==> src/rtl/seq_decoder.sv <==
// seq_decoder
//   Registered code decoder with a built-in index scanner.
//   Depending on mode it does one of four things. It decodes an incoming code
//   into a one-hot word. It decodes the code into a thermometer word. It steps
//   a one-hot output through every index, dwelling DWELL cycles on each. Or it
//   freezes everything.
//
// Parameters
//   WIDTH  code width (1..6); the output word is 2**WIDTH bits
//   DWELL  clock cycles spent on each index while scanning (1..255)
//
// Ports
//   clk        sole clock, rising edge
//   rst_n      synchronous active-low reset
//   en         global enable; 0 freezes all state
//   mode       00 one-hot, 01 thermometer, 10 auto-scan, 11 hold
//   in         code to decode
//   in_valid   in carries a code this cycle
//   in_ready   combinational: block accepts in this cycle
//   out        registered decoded word
//   out_valid  one-cycle pulse: out updated on this edge
//   scan_idx   current scan index
//   wrap       one-cycle pulse: scan index wrapped back to 0
//
// state    | meaning
// ---------+--------------------------------------------------------------
// ST_IDLE  | after reset, nothing has happened yet
// ST_DEC   | decoding codes offered on in/in_valid (one-hot or thermometer)
// ST_SCAN  | auto-scanning; out walks a single one across all indices
// ST_HOLD  | out, scan_idx and dwell count frozen; no pulses

module seq_decoder #(
  parameter int WIDTH = 4,
  parameter int DWELL = 1
) (
  input  logic                  clk,
  input  logic                  rst_n,
  input  logic                  en,
  input  logic [1:0]            mode,
  input  logic [WIDTH-1:0]      in,
  input  logic                  in_valid,
  output logic                  in_ready,
  output logic [2**WIDTH-1:0]   out,
  output logic                  out_valid,
  output logic [WIDTH-1:0]      scan_idx,
  output logic                  wrap
);

  localparam int               OUT_W      = 2**WIDTH;
  localparam logic [WIDTH-1:0] IDX_LAST   = '1;
  localparam logic [7:0]       DWELL_LAST = 8'(DWELL - 1);

  localparam logic [1:0] MODE_ONEHOT = 2'b00;
  localparam logic [1:0] MODE_THERMO = 2'b01;
  localparam logic [1:0] MODE_SCAN   = 2'b10;

  typedef enum logic [1:0] {
    ST_IDLE = 2'd0,
    ST_DEC  = 2'd1,
    ST_SCAN = 2'd2,
    ST_HOLD = 2'd3
  } state_t;

  state_t           state;
  logic [7:0]       dwell_cnt;
  logic [WIDTH-1:0] next_idx;
  logic             accept;

  function automatic logic [OUT_W-1:0] onehot(input logic [WIDTH-1:0] code);
    logic [OUT_W-1:0] w;
    w       = '0;
    w[code] = 1'b1;
    return w;
  endfunction

  // Bits 0..code set. Built bit by bit so code = all-ones needs no
  // shift past the word width.
  function automatic logic [OUT_W-1:0] thermo(input logic [WIDTH-1:0] code);
    logic [OUT_W-1:0] w;
    w = '0;
    for (int i = 0; i < OUT_W; i++) begin
      if (i <= int'(code)) w[i] = 1'b1;
    end
    return w;
  endfunction

  // Ready depends only on the mode presented this cycle, so a code offered
  // in the same cycle the mode switches into a decode mode is taken.
  assign in_ready = rst_n & en & ~mode[1];
  assign accept   = in_valid & in_ready;
  assign next_idx = scan_idx + WIDTH'(1);

  always_ff @(posedge clk) begin
    if (!rst_n) begin
      state     <= ST_IDLE;
      out       <= '0;
      out_valid <= 1'b0;
      scan_idx  <= '0;
      wrap      <= 1'b0;
      dwell_cnt <= '0;
    end else if (!en) begin
      out_valid <= 1'b0;
      wrap      <= 1'b0;
    end else begin
      out_valid <= 1'b0;
      wrap      <= 1'b0;
      case (mode)
        MODE_ONEHOT, MODE_THERMO: begin
          state <= ST_DEC;
          if (accept) begin
            out       <= (mode == MODE_ONEHOT) ? onehot(in) : thermo(in);
            out_valid <= 1'b1;
          end
        end
        MODE_SCAN: begin
          state <= ST_SCAN;
          if (state != ST_SCAN) begin
            // Fresh entry always restarts at index 0; this is not a wrap.
            scan_idx  <= '0;
            dwell_cnt <= '0;
            out       <= onehot('0);
            out_valid <= 1'b1;
          end else if (dwell_cnt == DWELL_LAST) begin
            dwell_cnt <= '0;
            scan_idx  <= next_idx;
            out       <= onehot(next_idx);
            out_valid <= 1'b1;
            wrap      <= (scan_idx == IDX_LAST);
          end else begin
            dwell_cnt <= dwell_cnt + 8'd1;
          end
        end
        default: begin
          state <= ST_HOLD;
        end
      endcase
    end
  end

endmodule
==> config.mk <==
export PLATFORM = sky130hd
export DESIGN_NAME = seq_decoder
export DESIGN_NICKNAME = d
export VERILOG_FILES = /design/src/rtl/seq_decoder.sv
export SDC_FILE = /design/constraint.sdc
export NUM_CORES = 1
export LEC_CHECK = 0
export CAP_MARGIN = 20
export CORE_ASPECT_RATIO = 0.7
export CORE_MARGIN = 2
export CORE_UTILIZATION = 57
export CTS_CLUSTER_DIAMETER = 40
export DETAILED_ROUTE_END_ITERATION = 8
export GPL_TIMING_DRIVEN = 0
export PLACE_DENSITY = 0.87
export SYNTH_ARGS = -nofsm -noshare
export SYNTH_HDL_FRONTEND = slang
export SYNTH_SLANG_ARGS = --single-unit
==> constraint.sdc <==
create_clock -name clk -period 5.1 [get_ports clk]
set_input_delay 0.765 -clock clk [delete_from_list [all_inputs] [get_ports clk]]
set_output_delay 0.765 -clock clk [all_outputs]
set_load 0.005 [all_outputs]
# --- Yosys cells after proc, flatten, opt, wreduce, memory -nomap -nowiden ---
# Cells that the tools add are included.
classes:
  order_cmp: 19
  n_eq_ne: 6
  muxes: 33
  add_sub_neg: 2
  bitwise_logic: 8
  n_reduce_logical: 12
ops:
  columns: ["op", "count"]
  rows:
  - ["$mux 16", 4]
  - ["$le 4x4->1 const A", 8]
  - ["$pmux 16 s2", 1]
  - ["$mux 1", 20]
  - ["$le 3x4->1 const A", 4]
  - ["$mux 8", 2]
  - ["$lt 4x5->1 const B", 2]
  - ["$add 8x1->8 const B", 1]
  - ["$demux 1 s4", 2]
  - ["$ge 4x1->1 const B", 2]
  - ["$le 2x4->1 const A", 2]
  - ["$logic_not 8->1", 1]
  - ["$mux 4", 2]
  - ["$not 1->1", 5]
  - ["$reduce_or 5->1", 1]
  - ["$add 4x1->4 const B", 1]
  - ["$eq 4x4->1 const B", 1]
  - ["$le 1x4->1 const A", 1]
  - ["$ne 2x2->1 const B", 2]
  - ["$pmux 2 s2", 1]
  - ["$reduce_and 2->1", 2]
  - ["$reduce_and 4->1", 1]
  - ["$reduce_bool 2->1", 2]
  - ["$and 1x1->1", 3]
  - ["8 further kinds", 9]
totals:
  output_inout_bits: 23
  in_bits: 10
  register_bits: 32

# --- Longest topological paths before layout ---
logic_depth:
  ltp_word: 8
  ltp_mapped: 8
  depth_no_buf: 6

# --- Least setup slack after synthesis ---
# No wires, ideal clock.
synth_timing:
  path_kind: "input to register"
  startpoint: "input port rst_n"
  endpoint: "register out[13]"
  t_arrival_ns: 1.987
  path_slack_ns: 3.025
  setup_time_ns: 0.088
  stages: 7
  required_time_ns: 5.012
  path_cell_list: "buf_2 and4b_4 a211o_4 and2_4 buf_6 buf_6 a311oi_2"
synth_between:
  elab_chain_cells: 5
synth_lines:
  columns: ["element", "line_no", "text"]
  rows:
  - ["start, declared", "37", "input logic rst_n,"]
  - ["$and 1x1->1 (2 in series)", "89", "assign in_ready = rst_n & en & ~mode[1];"]
  - ["$and 1x1->1", "90", "assign accept = in_valid & in_ready;"]
  - ["$ne 2x2->1 (no source line)", null, null]
  - ["$reduce_and 4->1 (no source line)", null, null]
  - ["end signal, assigned", "111", "out <= (mode == MODE_ONEHOT) ? onehot(in) : thermo(in);"]
  - ["end signal, assigned", "121", "out <= onehot('0);"]
  - ["end signal, assigned", "126", "out <= onehot(next_idx);"]
  - ["end, declared", "43", "output logic [2**WIDTH-1:0] out,"]
# Parallel ways exist; a longest one is shown, timed or not.
# A chain may end at the register's enable or synchronous reset.

# --- Final worst setup path ---
layout_timing:
  startpoint: "input port mode[1]"
  endpoint: "output port in_ready"
layout_between:
  elab_chain_cells: 2
layout_lines:
  columns: ["element", "line_no", "text"]
  rows:
  - ["start, declared", "39", "input logic [1:0] mode,"]
  - ["$not 1->1", "89", null]
  - ["$and 1x1->1", "89", null]
  - ["end, declared", "42", "output logic in_ready,"]
# No other way between the ends.

==> results by group <==
Floorplanning
  – DIE HEIGHT: 53.3 um
  – Die Wd: 74.4 um
  – Initial Util: 0.611
  – Core area: 3230 um2
  – DIE AREA: 3960 um2
  – Number of core rows: 17
  – Io pins: 33

STA
  – Final setup fails: 0
  – Worst-margin pin slew: 735 ps
  – Final Cycle Share: 0.641
  – Fin Setup TNS: 0 ps
  – Final Max Tran Viols: 0
  – Final hold viol count: 0
  – Max_slew headroom: 0.503
  – Fmax: 306 MHz
  – Crit path time final: 3270 ps
  – Final Skew: 2.85 ps
  – Setup repair after global routing missed its margin: no

Detailed routing
  – DRC Markers: 0
  – TritonRoute pass-1 iters: 6
  – Vias/cell: 6.33
  – Drt wl/cell: 17.1 um
  – DRT Wirelength: 5460 um
  – Antenna Nets Post-Route: 0
  – Vias: 2,025
  – DR iter-0 viols: 239

Hold path
  – Hold depth: 2
  – Hold crit path type: flip-flop to flip-flop

CTS
  – Setup Fix Bufs, Post-CTS: 0
  – Clock slew at reported path FFs: 70 ps
  – Clock tree sinks: 32
  – Num CTS Buffers: 5
  – Root Driver: clkbuf_8
  – CTS resizes: 0
  – Worst skew pair latency: 290 ps
  – CTS Hold Buffers Added: 0
  – H-tree Lvls: 2
  – Clock buffer depth: 2
  – CTS tree: built

Cells and area
  – Design area: 2420 um2
  – Layout Area Growth over Synthesis: 22.4%
  – FF/Latch Area: 641 um2
  – Area of the multi-input gates: 1200 um2
  – Ant diodes: 0
  – Fin util: 0.748
  – Layout cells sized above 1: 0.110
  – Layout Nets: 289
  – Layout fillers: 263
  – Post-Layout Cell Count: 320

Logic synthesis
  – Synth Flop Type: dfxtp_1
  – Post-synth top area share: 0.324
  – Synth Register Bits: 32
  – Cell taking the most area after synthesis: dfxtp_1
  – Syn avg cell area: 8.38 um2
  – Post-synth EDFFs: 0
  – Mapped Cells: 236
  – Largest cells by area after synthesis: dfxtp_1, a21oi_1, a311oi_2, ha_1, o21ai_0
  – Yosys cell types: 52
  – Syn Nets: 253
  – Synth Cell Area: 1980 um2
  – Most frequent cell after synthesis: dfxtp_1
  – Syn. warnings: 0
  – Top cells by count, synth: dfxtp_1, a21oi_1, nand2_1
  – Register area share after synthesis: 0.324
  – FFs w/ async S/R, synth: 0

Global routing
  – First-pass GRT wire length: 8730 um
  – Largest net degree at the start of global routing: 11
  – Overflow after GRT: 0
  – Initial antenna violation count: 0
  – Number of global-route vias before repair: 1,683
  – Total track usage: 0.302

Status
  – Outcome: finished clean

Setup path
  – WP data arrival: 2500 ps
  – R2R cell count: 5
  – CP Max Fanout: 10
  – Critical path required time: 4340 ps
  – WS Path Type: primary input to output pin
  – Crit path launch type: primary input
  – CP Capture Type: output pin

Placed design
  – Post-detail-place hpwl: 3850 um
  – DP Cell Count: 312
  – PortBufs: 29
  – Placed Area: 2330 um2
  – Placer Congestion: 0.910

Power and ir drop
  – Pleak: 0.816 nW
  – Peak VDD IR: 0.000162 V
  – Cell area power density: 233 nW/um2

Run
  – Max-cap violations: 0
kinds of logic (layout without fill, tap and decap cells):
| group | Yosys count | count (layout) | share of synthesized area |
|---|---|---|---|
| and+or+nand+nor | 82 | 82 | 0.230 |
| AOI/OAI and AO/OA | 78 | 78 | 0.299 |
| DFF | 32 | 32 | 0.324 |
| buffers and inverters | 30 | 67 | 0.0709 |
| adders and majority gates | 7 | 7 | 0.0443 |
| xor gates and xnor gates | 6 | 6 | 0.0266 |
| muxes | 1 | 1 | 0.00506 |
area by class of cell:
| class | count | share of cell area |
|---|---|---|
| multi-input combinational | 174 | 0.494 |
| clock buffer | 7 | 0.0357 |
| sequential | 32 | 0.265 |
| inverter | 11 | 0.0171 |
| buffer | 19 | 0.0408 |
| tap | 47 | 0.0243 |
| clock inverter | 1 | 0.00310 |
| timing repair buffer | 29 | 0.120 |
registers in the layout (all words and copies together) (netlist names):
register / count
scan_idx: 4
state: 2
wrap: 1
out: 16
dwell_cnt: 8
out_valid: 1
worst paths after layout:
path                     from       end  slack [ps]
setup / recovery      mode[1]  in_ready        1830
hold reg to reg        out[0]    out[0]         500
hold / removal         out[0]    out[0]         500
setup reg to reg  scan_idx[1]    out[1]        3000
cell usage in the layout (no fill, tap or decap), types with 7 or more instances in the layout:
master / n
a21oi_1: 22
a311oi_2: 7
clkbuf_1: 12
nor2_1: 16
clkdlybuf4s50_1: 29
ha_1: 7
nand2_1: 17
nor3_1: 8
o21ai_0: 14
dfxtp_1: 32
inv_1: 11
routing by layer:
metal	global-route usage	vias to the layer above	share of wire
li1	-	957	-
met1	0.449	924	0.47
met2	0.404	121	0.40
met3	0.0933	23	0.10
met4	0.0982	0	0.023
met5	0	-	0
critical path, cell delays in order:
cell and delay [ps]:
clkdlybuf4s50_1 550, buf_2 250, buf_1 390, nor2_1 90
clkdlybuf4s50_1 450
per-stage QoR:
stage,total power [mW],hold slack (ps),worst slack [ps]
floorplan,0.321,457,3030
global placement,0.354,476,1910
detailed placement,0.356,485,1890
CTS,0.559,494,1880
global route,0.578,544,1770
finish,0.563,495,1830
where the power goes:
group | leakage, nW | internal, mW | switching, mW
Sequential | 0.261 | 0.259 | 0.00524
Combinational | 0.511 | 0.0412 | 0.0480
Clock | 0.0445 | 0.110 | 0.0999
Total | 0.816 | 0.410 | 0.153
(Power assumes the default switching activity.)
